==> src/rtl/d_ff_shift_reg_pkg.sv <==
// Shared definitions for the d_ff_shift_reg register bank.
//   - MODE_* : encodings of the 2-bit Mode operation select
//   - state_t: auto-shift engine states (idle / shifting)
package d_ff_pkg;

  localparam logic [1:0] MODE_HOLD = 2'b00;
  localparam logic [1:0] MODE_SHR  = 2'b01;
  localparam logic [1:0] MODE_SHL  = 2'b10;
  localparam logic [1:0] MODE_LOAD = 2'b11;

  typedef enum logic {
    ST_IDLE  = 1'b0,
    ST_SHIFT = 1'b1
  } state_t;

endpackage

==> src/rtl/d_ff_shift_reg_cell.sv <==
// d_ff_cell: one storage bit of the register bank.
// Ports:
//   clock  - clock; active edge chosen by NEGEDGE (1 = falling, 0 = rising)
//   reset  - synchronous active-high reset, loads RESET_VAL
//   enable - clock enable; bit holds when low
//   d      - next value
//   q      - stored bit
//   qbar   - registered complement of q
module d_ff_cell #(
  parameter bit   NEGEDGE   = 1'b1,
  parameter logic RESET_VAL = 1'b0
) (
  input  logic clock,
  input  logic reset,
  input  logic enable,
  input  logic d,
  output logic q,
  output logic qbar
);

  // Only one of the two branches is elaborated, so there is never any logic
  // on the inactive edge.
  generate
    if (NEGEDGE) begin : g_neg
      // NOTE: sequential state uses non-blocking (<=) so every flop samples
      // the values from before the edge, independent of statement order.
      always_ff @(negedge clock) begin
        if (reset) begin
          q    <= RESET_VAL;
          qbar <= ~RESET_VAL;
        end else if (enable) begin
          q    <= d;
          qbar <= ~d;
        end
      end
    end else begin : g_pos
      always_ff @(posedge clock) begin
        if (reset) begin
          q    <= RESET_VAL;
          qbar <= ~RESET_VAL;
        end else if (enable) begin
          q    <= d;
          qbar <= ~d;
        end
      end
    end
  endgenerate

endmodule

==> src/rtl/d_ff_shift_reg.sv <==
// d_ff_shift_reg: WIDTH-bit universal shift register with an auto-shift
// serialiser.
// Ports:
//   Clock       - clock; active edge selected by NEGEDGE
//   Reset       - synchronous active-high reset (Enable don't-care)
//   Enable      - clock enable; low freezes Q, counter and FSM
//   Mode        - 00 hold, 01 shift right, 10 shift left, 11 parallel load
//   D           - parallel load data
//   SerialInR   - bit entering the MSB on a right shift
//   SerialInL   - bit entering the LSB on a left shift
//   Start       - begin an auto right-shift of Count bits (from idle only)
//   Count       - number of bits to auto-shift, clamped to WIDTH
//   Q / Qbar    - register contents and its registered complement
//   SerialOutR  - Q[0]
//   SerialOutL  - Q[WIDTH-1]
//   Busy        - auto-shift in progress
//   Done        - one-edge pulse when an auto-shift completes
module d_ff_shift_reg
  import d_ff_pkg::*;
#(
  parameter int                 WIDTH     = 8,
  parameter bit                 NEGEDGE   = 1'b1,
  parameter logic [WIDTH-1:0]   RESET_VAL = '0,
  parameter bit                 ROTATE    = 1'b0,
  localparam int                CW        = $clog2(WIDTH + 1)
) (
  input  logic             Clock,
  input  logic             Reset,
  input  logic             Enable,
  input  logic [1:0]       Mode,
  input  logic [WIDTH-1:0] D,
  input  logic             SerialInR,
  input  logic             SerialInL,
  input  logic             Start,
  input  logic [CW-1:0]    Count,
  output logic [WIDTH-1:0] Q,
  output logic [WIDTH-1:0] Qbar,
  output logic             SerialOutR,
  output logic             SerialOutL,
  output logic             Busy,
  output logic             Done
);

  logic [WIDTH-1:0] q_d;
  state_t           state_q, state_d;
  logic [CW-1:0]    rem_q, rem_d;
  logic             done_q, done_d;

  logic [CW-1:0]    count_clamped;
  logic             shr_in, shl_in;
  logic [WIDTH-1:0] shr_val, shl_val;

  assign count_clamped = (Count > CW'(WIDTH)) ? CW'(WIDTH) : Count;

  // Rotation feeds the end bit back in and ignores the serial inputs.
  assign shr_in  = ROTATE ? Q[0]       : SerialInR;
  assign shl_in  = ROTATE ? Q[WIDTH-1] : SerialInL;
  assign shr_val = {shr_in, Q[WIDTH-1:1]};
  assign shl_val = {Q[WIDTH-2:0], shl_in};

  always_comb begin
    // NOTE: every signal gets a default before any branch; without it a
    // missed path would hold its old value and infer a latch.
    q_d     = Q;
    state_d = state_q;
    rem_d   = rem_q;
    done_d  = 1'b0;  // Done lasts one active edge, even while Enable is low

    if (Enable) begin
      case (state_q)
        ST_IDLE: begin
          if (Start) begin
            if (count_clamped == '0) begin
              done_d = 1'b1;
            end else begin
              // The start edge performs the first shift itself.
              q_d   = shr_val;
              rem_d = count_clamped - CW'(1);
              if (count_clamped == CW'(1)) done_d  = 1'b1;
              else                         state_d = ST_SHIFT;
            end
          end else begin
            case (Mode)
              MODE_SHR:  q_d = shr_val;
              MODE_SHL:  q_d = shl_val;
              MODE_LOAD: q_d = D;
              default:   q_d = Q;
            endcase
          end
        end
        ST_SHIFT: begin
          // Start and Mode are ignored here.
          q_d   = shr_val;
          rem_d = rem_q - CW'(1);
          if (rem_q == CW'(1)) begin
            state_d = ST_IDLE;
            done_d  = 1'b1;
          end
        end
        default: state_d = ST_IDLE;
      endcase
    end
  end

  generate
    for (genvar i = 0; i < WIDTH; i++) begin : g_bit
      d_ff_cell #(
        .NEGEDGE   (NEGEDGE),
        .RESET_VAL (RESET_VAL[i])
      ) u_cell (
        .clock  (Clock),
        .reset  (Reset),
        .enable (Enable),
        .d      (q_d[i]),
        .q      (Q[i]),
        .qbar   (Qbar[i])
      );
    end

    if (NEGEDGE) begin : g_ctl_neg
      always_ff @(negedge Clock) begin
        if (Reset) begin
          state_q <= ST_IDLE;
          rem_q   <= '0;
          done_q  <= 1'b0;
        end else begin
          state_q <= state_d;
          rem_q   <= rem_d;
          done_q  <= done_d;
        end
      end
    end else begin : g_ctl_pos
      always_ff @(posedge Clock) begin
        if (Reset) begin
          state_q <= ST_IDLE;
          rem_q   <= '0;
          done_q  <= 1'b0;
        end else begin
          state_q <= state_d;
          rem_q   <= rem_d;
          done_q  <= done_d;
        end
      end
    end
  endgenerate

  assign SerialOutR = Q[0];
  assign SerialOutL = Q[WIDTH-1];
  assign Busy       = (state_q == ST_SHIFT);
  assign Done       = done_q;

endmodule

==> config.mk <==
export PLATFORM = sky130hd
export DESIGN_NAME = d_ff_shift_reg
export DESIGN_NICKNAME = d
export VERILOG_FILES = /design/src/rtl/d_ff_shift_reg_pkg.sv /design/src/rtl/d_ff_shift_reg_cell.sv /design/src/rtl/d_ff_shift_reg.sv
export SDC_FILE = /design/constraint.sdc
export NUM_CORES = 1
export LEC_CHECK = 0
export CAP_MARGIN = 30
export CORE_MARGIN = 2
export CORE_UTILIZATION = 49
export CTS_CLUSTER_DIAMETER = 50
export CTS_CLUSTER_SIZE = 25
export DETAILED_ROUTE_END_ITERATION = 6
export GPL_TIMING_DRIVEN = 1
export MAX_ROUTING_LAYER = met4
export PLACE_DENSITY = 0.8
export SYNTH_ARGS = -nofsm -noshare
export SYNTH_HDL_FRONTEND = slang
export SYNTH_SLANG_ARGS = --single-unit
export TNS_END_PERCENT = 50
==> constraint.sdc <==
create_clock -name Clock -period 2.4 [get_ports Clock]
set_input_delay 0.36 -clock Clock [delete_from_list [all_inputs] [get_ports Clock]]
set_output_delay 0.36 -clock Clock [all_outputs]
set_load 0.05 [all_outputs]
==> impl.org, run 1 <==
** Drt
- Count of TritonRoute iterations in the first routing pass :: 5
- In this run the remaining antenna-violating nets after routing total 0.
- Average wire per cell in the routed design :: 24.9 µm
- Routed vias :: 2,187
- DRC violations left :: 0
- Total length of routed wires :: 8.06 mm
- Via-per-instance ratio :: 6.75
- For this block, the initial DRC count from the detailed router was 261.

** Power and ir drop
- Pwr/cell area :: 512 mW/mm²
- In this run the static leakage power is 1.20 nW.
- Total power for the finished layout comes to 1.47 mW.
- Maximum vdd ir drop :: 0.412 mV

** Worst hold path
- The worst hold path belongs to the class reg2reg.
- In this run the most critical hold path is launched from rem_q[1]$_SDFFE_NP0P_.

** Clock network
- Clock tree synthesis found a total of 22 sinks.
- Max Root-Sink Buffers :: 2
- The clock reaches the later pin of the worst-skew pair after 0.44 ns.
- CTS clk-pin slew, worst paths :: 0.06 ns
- Post-cts hold buffer count :: 0
- The tree is rooted in a clkbuf_4.
- TritonCTS built the clock tree.
- CTS Buf Count :: 3
- H-tree Lvls :: 1

** Place
- Post-Place Worst Slack :: -1.27 ns
- Final GP Congestion :: 0.852
- The HPWL after detailed placement is 3.22 mm.
- Buffers placed on the I/O ports in this run total 39.
- Once placement completed, the tool counted placed cells totaling 282.

** Finish
- Of the cells placed in the final design, the portion with a size suffix greater than 1 is 0.493.
- For this run, the number of standard cells in the final layout without fillers is 324.
- The number of antenna diodes in the final layout is 0.
- Number of filler cells placed in the layout :: 105
- Synth-to-Final Area Change :: 78.5%
- Finished Core Util :: 0.933
- Layout net count :: 305

** Setup path
- Walking the worst path, the cells encountered are buf_6 > nor2b_4 > inv_2 > ha_4 > nor4b_4 > buf_4 > buf_6 > o22ai_4 > a22oi_2 > buf_4 > a211oi_2.
- Crit path buf inv count :: 5
- Critical Path End Type :: register
- The startpoint identified for the worst register-to-register timing path is Busy$_SDFFE_NP0P_.
- For this design, the slowest cell found on the critical path is nor4b_4.
- At the worst endpoint, the required time is 1.48 ns.
- The most critical setup path has its startpoint at Count[0].
- The setup path with the least slack is of type in2reg.
- Slowest cell delay on critical path :: 0.29 ns
- The worst setup path is launched from a primary input.
- STA puts the critical path data arrival time at 2.01 ns.
- Along the worst path, the maximum fanout reaches 4.
- Gate family responsible for the most delay along the worst path :: buffers and inverters

** Global routing
- Entering global routing, the biggest net connects 25 pins.
- The first global-routing pass estimated 10.5 mm of wire.
- Congestion Overflow GR :: 0
- In the global route stage, overall resource usage came out at 0.398.
- The initial antenna violation count was 0.
- The via count of the first global-routing pass is 2,117.

** Floorplan
- For this configuration, the core starts out at a cell density of 0.523.
- Ports :: 40
- Rows :: 20
- The floorplan step set the die height to 61.3 µm.
- The die covers 0.00376 mm².
- The floorplan step defined a core boundary enclosing 0.00308 mm².
- The die is 61.3 µm wide.

** Yosys
- Dividing the synthesized area by the synthesized cell count gives 7.97 µm².
- Proportion of register bits with asynchronous set or reset after synthesis :: 0
- Cells after Synth :: 202
- Primary FF master, synth :: dfxtp_1
- The synthesized design contains 22 register bits.
- Yosys cell types :: 40
- The number of nets handed over by synthesis was 226.
- For this run, the number of Yosys warnings is 0.
- The mapped netlist covers 0.00161 mm².
- In this run, synthesis inferred 0 flip-flops with an integrated enable.
- The share of the Yosys chip area taken by registers is 0.274.

** Status
- Run status :: complete, but fails checks
- The checks that failed: negative setup slack.

** Timing
- Setup-failing EPs final :: 41
- Relative slew slack :: 0.725
- Worst setup slack after layout :: -0.527 ns
- At the pin with the least slew margin, the transition time is 0.408 ns.
- The count of pins over their slew limit is 0.
- Hold is met by 0.535 ns.
- On the final layout, the worst clock skew is 0.0348 ns.
- Setup repair after global routing could not meet its margin everywhere.
- The final hold violation count came to 0.

** Run
- Across the run, the number of max-cap violations was 0.
what timing repair did:
item | 4_1_cts | 5_1_grt
setup endpoints to repair | 42 | 40
pin swaps | 31 | 16
gates resized for setup | 84 | 18
setup buffers | 12 | 7
metrics by stage:
| step | setup TNS [ns] | cell area, µm² |
|---|---|---|
| after floorplan | -11.85 | 1640 |
| after global placement | -23.31 | 2330 |
| after detailed placement | -25.14 | 2330 |
| after CTS | -6.65 | 2760 |
| after global routing | -10.17 | 2870 |
| final | -9.32 | 2870 |
cell usage in the layout, fill, tap and decap left out, types with 4 or more instances in the layout:
| master | instances |
|---|---|
| nand2_1 | 8 |
| dfxtp_1 | 4 |
| dfxtp_2 | 16 |
| clkdlybuf4s50_1 | 12 |
| nand3_1 | 11 |
| nor2_1 | 19 |
| nor2b_1 | 10 |
| inv_1 | 25 |
| mux2i_1 | 9 |
| buf_12 | 23 |
| o21ai_0 | 9 |
| dlygate4sd2_1 | 4 |
| o22ai_4 | 5 |
| a22oi_2 | 7 |
| buf_6 | 11 |
| buf_4 | 35 |
| a311o_1 | 8 |
logic make-up after synthesis:
logic type / synth area share
DFF: 0.274
buffers and inverters: 0.142
AOI/OAI and AO/OA: 0.269
adders and majority gates: 0.0311
muxes: 0.0630
and+or+nand+nor: 0.221
synth_stat cells (2+ instances only):
cell type,n,area [µm²]
dfxtp_1,22,440
nor2_1,22,82.6
buf_4,16,120
nand3_1,13,65.1
o21ai_0,12,60.1
nor2b_1,11,68.8
nand2_1,10,37.5
a22oi_1,9,67.6
clkbuf_1,9,33.8
mux2i_1,9,90.1
a311o_1,8,80.1
buf_2,6,30.0
a211oi_1,5,37.5
a21oi_1,5,25.0
inv_1,5,18.8
o22ai_1,5,31.3
ha_1,4,50.1
nand2b_1,3,18.8
o21bai_1,3,22.5
o221ai_1,3,26.3
a311oi_1,2,17.5
buf_6,2,22.5
cell type report:
cell class,count,area (µm²),share of cell area
Clock buffer,3,22.5,0.00784
Tap cell,44,55.1,0.0192
Timing Repair Buffer,87,1020,0.356
Clock inverter,23,88.8,0.0309
Multi-Input combinational cell,141,1200,0.418
Sequential cell,22,468,0.163
Inverter,4,15.0,0.00523
layer usage:
metal  vias to the layer above  track usage  wire, µm  part of all wire
met4                         0        0.220       635             0.079
li1                        879            -         -                 -
met1                      1026        0.451      2820              0.35
met5                         -            -         0                 0
met3                        73        0.107       824              0.10
met2                       209        0.634      3780              0.47
tightest hold or removal path: stages, from the launching register on:
cell     delay [ns]
dfxtp_1        0.36
nand2_4        0.08
a21oi_2        0.05
power by group:
part	switching [mW]	leakage (nW)	internal [mW]	total, mW
sequential	0.0380	0.183	0.397	0.435
clock	0.280	0.135	0.113	0.393
combinational	0.342	0.881	0.301	0.643
total	0.661	1.20	0.811	1.47
worst paths after layout:
check	to	slack, ns	cells past startpoint
worst max register to register	register	0.42	8
worst min register to register	rem_q[1]$_SDFFE_NP0P_	0.54	2
worst max-delay path	register	-0.53	11
worst min-delay path	rem_q[1]$_SDFFE_NP0P_	0.54	2
Power figures use the tool's default switching activity.
==> run 2, diff against run 1 <==
Settings changed: SETUP_SLACK_MARGIN set to 0.2, SKIP_LAST_GASP set to 1.
==> run 2 against run 1 <==
Effect of this change:
- the run still ends with negative setup slack left
- sequential share of layout area is 0.12 points higher
- first-iteration DRC count is 34% higher
- global-route usage is 3.8 points lower
- hold slack worse by 0.0073 ns
- largest power group unchanged
- highest routed layer unchanged
==> impl.org, run 2 (same netlist as run 1, synthesis figures left out) <==
** Setup path
- Worst Path Arrival :: 1.86 ns (-0.15 ns)
- The flop-to-flop setup slack came to 0.49 ns (+0.07 ns).
- Walking the worst path, the cells encountered are buf_8 > nor2b_4 > inv_2 > ha_4 > nor4b_4 > buf_4 > o22ai_1 > a22oi_2 > a311o_1.
- The slowest stage of the critical path belongs to the cell a311o_1.
- Startpoint type of the worst setup path :: primary input
- Critical Path End Type :: register
- End of the worst register-to-register path :: g_bit[4].u_cell.qbar$_SDFFE_NP1P_
- In this run the worst setup path begins at Count[3].
- The critical path is of the in2reg type.
- The cell depth of the worst flop-to-flop path was 6 (-2).
- Peak fanout along the critical path :: 5 (+1)
- The data required time of the worst path came to 1.51 ns (+0.03 ns).
- In this run the critical register-to-register path is launched from Busy$_SDFFE_NP0P_.
- The biggest cell delay along the critical path came to 0.36 ns (+0.07 ns).
- Following the worst setup path forward leads to its endpoint at g_bit[5].u_cell.qbar$_SDFFE_NP1P_.

** Global routing
- The initial antenna violation count is 0 (unchanged).
- Wire length of the first global-routing pass :: 9.53 mm (-9.6%)
- The via count of the first global-routing pass came to 2,044 (-3.4%).
- The pin count of the biggest net entering global routing is 23 (-8.0%).
- Congestion Overflow GR :: 0 (unchanged)
- Overall track demand over capacity in global routing :: 0.361 (-0.0378)

** Place
- The count of port buffers added during placement was 39 (unchanged).
- The final HPWL from detailed placement came to 3.15 mm (-2.2%).
- Number of cells after detailed placement :: 277 (-1.8%)
- Post-Place Worst Slack :: -1.30 ns (-0.0341 ns)
- Final GP Congestion :: 0.834 (-2.1%)

** Timing
- Setup-failing EPs final :: 40 (-2.4%)
- The worst setup margin was -0.354 ns (+0.173 ns).
- The total negative slack for setup checks was -7.79 ns (+1.53 ns).
- The setup clock skew after layout is 0.0461 ns (+0.0113 ns).
- Slew Viols, Final :: 0 (unchanged)
- Worst Max-Slew Pin Slew :: 0.406 ns (-0.00264 ns)
- The final hold violation count came to 0 (unchanged).
- Setup repair after global routing could not meet its margin everywhere.
- Hold_ws :: 0.528 ns (-0.00729 ns)
- Relative slew slack :: 0.729 (+0.00398)

** Drt
- The highest layer touched by signal routing is met4.
- Total length of routed wires :: 6.77 mm (-16%)
- The per-cell via count in the routed design is 6.57 (-2.7%).
- The via count came to 2,062 (-5.7%).
- The detailed-router iteration count before antenna repair is 7 (+2).
- The sum of routed wire segments on met1 was 2.50 mm (-11%).
- The met3 wire length was 768 µm (-6.8%).
- DRC violations left :: 0 (unchanged)
- Average wire per cell in the routed design :: 21.6 µm (-13%)
- The detailed router's first-iteration violation count was 349 (+34%).
- Met2 routed WL :: 3.15 mm (-17%)
- Antenna viol nets, final :: 0 (unchanged)

** Floorplan
- The I/O pin total came to 40 (unchanged).
- The floorplan core area was 0.00308 mm² (unchanged).
- Rows :: 20 (unchanged)
- The die area is 0.00376 mm² (unchanged).
- Effective utilization at floorplan :: 0.523 (unchanged)
- Die X :: 61.3 µm (unchanged)
- The die extent in y was 61.3 µm (unchanged).

** Clock network
- The number of buffers between clock root and the deepest sink is 2 (unchanged).
- The tree is rooted in a clkbuf_4.
- Post-cts hold buffer count :: 0 (unchanged)
- The number of buffers inserted during clock tree synthesis came to 3 (unchanged).
- Number of clock sinks :: 22 (unchanged)
- The clock transition at the registers of the reported paths is 0.07 ns (about the same).
- The later-pin clock latency in the skew report was 0.45 ns (about the same).
- Clock tree from TritonCTS :: yes
- The H-tree depth is 1 (unchanged).

** Finish
- Synth-to-Final Area Change :: 69.7%
- Top library cells by usage in the layout, fill and taps aside :: buf_4, inv_1, buf_12, dfxtp_1, nor2_1
- Layout net count :: 295 (-3.3%)
- Most frequent standard cell in the layout excluding fill and tap cells :: buf_4
- The antenna diode count came to 0 (unchanged).
- Count of non-filler cells in the finished layout :: 314 (-3.1%)
- Layout cell share with drive strength beyond 1 :: 0.422 (-0.0706)

** Worst hold path
- Worst hold path type :: reg2reg
- The number of cells on the worst hold path was 2 (unchanged).

** Status
- Run status :: complete, but fails checks
- Violated checks :: negative setup slack

** Power and ir drop
- The maximum ir drop on the vdd rail came to 0.327 mV (-21%).
- Static power due to leakage :: 1.14 nW (-4.7%)
- The sum of internal, switching and leakage power came to 1.40 mW (-5.2%).
- The cell area power density was 511 mW/mm² (-0.23%).

** Run
- Maxcap violations :: 0 (unchanged)
## run 2: changes by cell type in the layout (fill, tap and decap cells not counted), moves of 4 or more
cell     delta
dfxtp_2    -16
dfxtp_1    +16
buf_6       -8
nor2_1      -5
o22ai_4     -5
nor2_2      +4
## run 2: power by group
part / switching, mW / internal (mW)
clock network: 0.266 / 0.109
registers: 0.0352 / 0.393
logic: 0.311 / 0.280
## run 2: worst min path at each step
stage                                startpoint                    end  slack, ns
after floorplan           rem_q[1]$_SDFFE_NP0P_  rem_q[1]$_SDFFE_NP0P_       0.46
after global placement    rem_q[1]$_SDFFE_NP0P_  rem_q[1]$_SDFFE_NP0P_       0.47
after detailed placement  rem_q[1]$_SDFFE_NP0P_  rem_q[1]$_SDFFE_NP0P_       0.49
after CTS                 rem_q[3]$_SDFFE_NP0P_  rem_q[3]$_SDFFE_NP0P_       0.50
after global routing      rem_q[3]$_SDFFE_NP0P_  rem_q[3]$_SDFFE_NP0P_       0.55
final                     rem_q[3]$_SDFFE_NP0P_  rem_q[3]$_SDFFE_NP0P_       0.53
## run 2: repair_timing
action | 4_1_cts | 5_1_grt
endpoints found under the setup margin | 42 | 42
setup buffers | 7 | 2
gates cloned | 3 | 0
pin swaps | 37 | 6
gates resized for setup | 59 | 17
## run 2: layout make-up
type | count | area (µm²)
multi-input cells | 142 | 1180
repair buffers | 76 | 921
flip-flops and latches | 22 | 448
fillers | 134 | 348
clock inverters | 23 | 87.6
well taps | 44 | 55.1
clock buffers | 3 | 22.5
inverters | 4 | 15.0
## run 2: layer usage
metal  up-vias  global-route usage
met5         -                   -
met4         0               0.205
met3        46               0.128
met2       194               0.535
met1       958               0.420
li1        864                   -
## run 2: stage by stage
stage | cell area [µm²] | utilization
2_1_floorplan | 1640 | -
3_3_place_gp | 2290 | 0.745
3_5_place_dp | 2290 | 0.745
4_1_cts | 2650 | 0.860
5_1_grt | 2730 | 0.887
6_report | 2730 | 0.887
## run 2: critical path: cells and delay by family
kind / cells / cell delay, ns
adder cells (fa/ha/maj): 1 / 0.16
AND/OR/NAND/NOR: 2 / 0.25
buffers and inverters: 3 / 0.35
AO/OA/AOI/OAI: 3 / 0.73
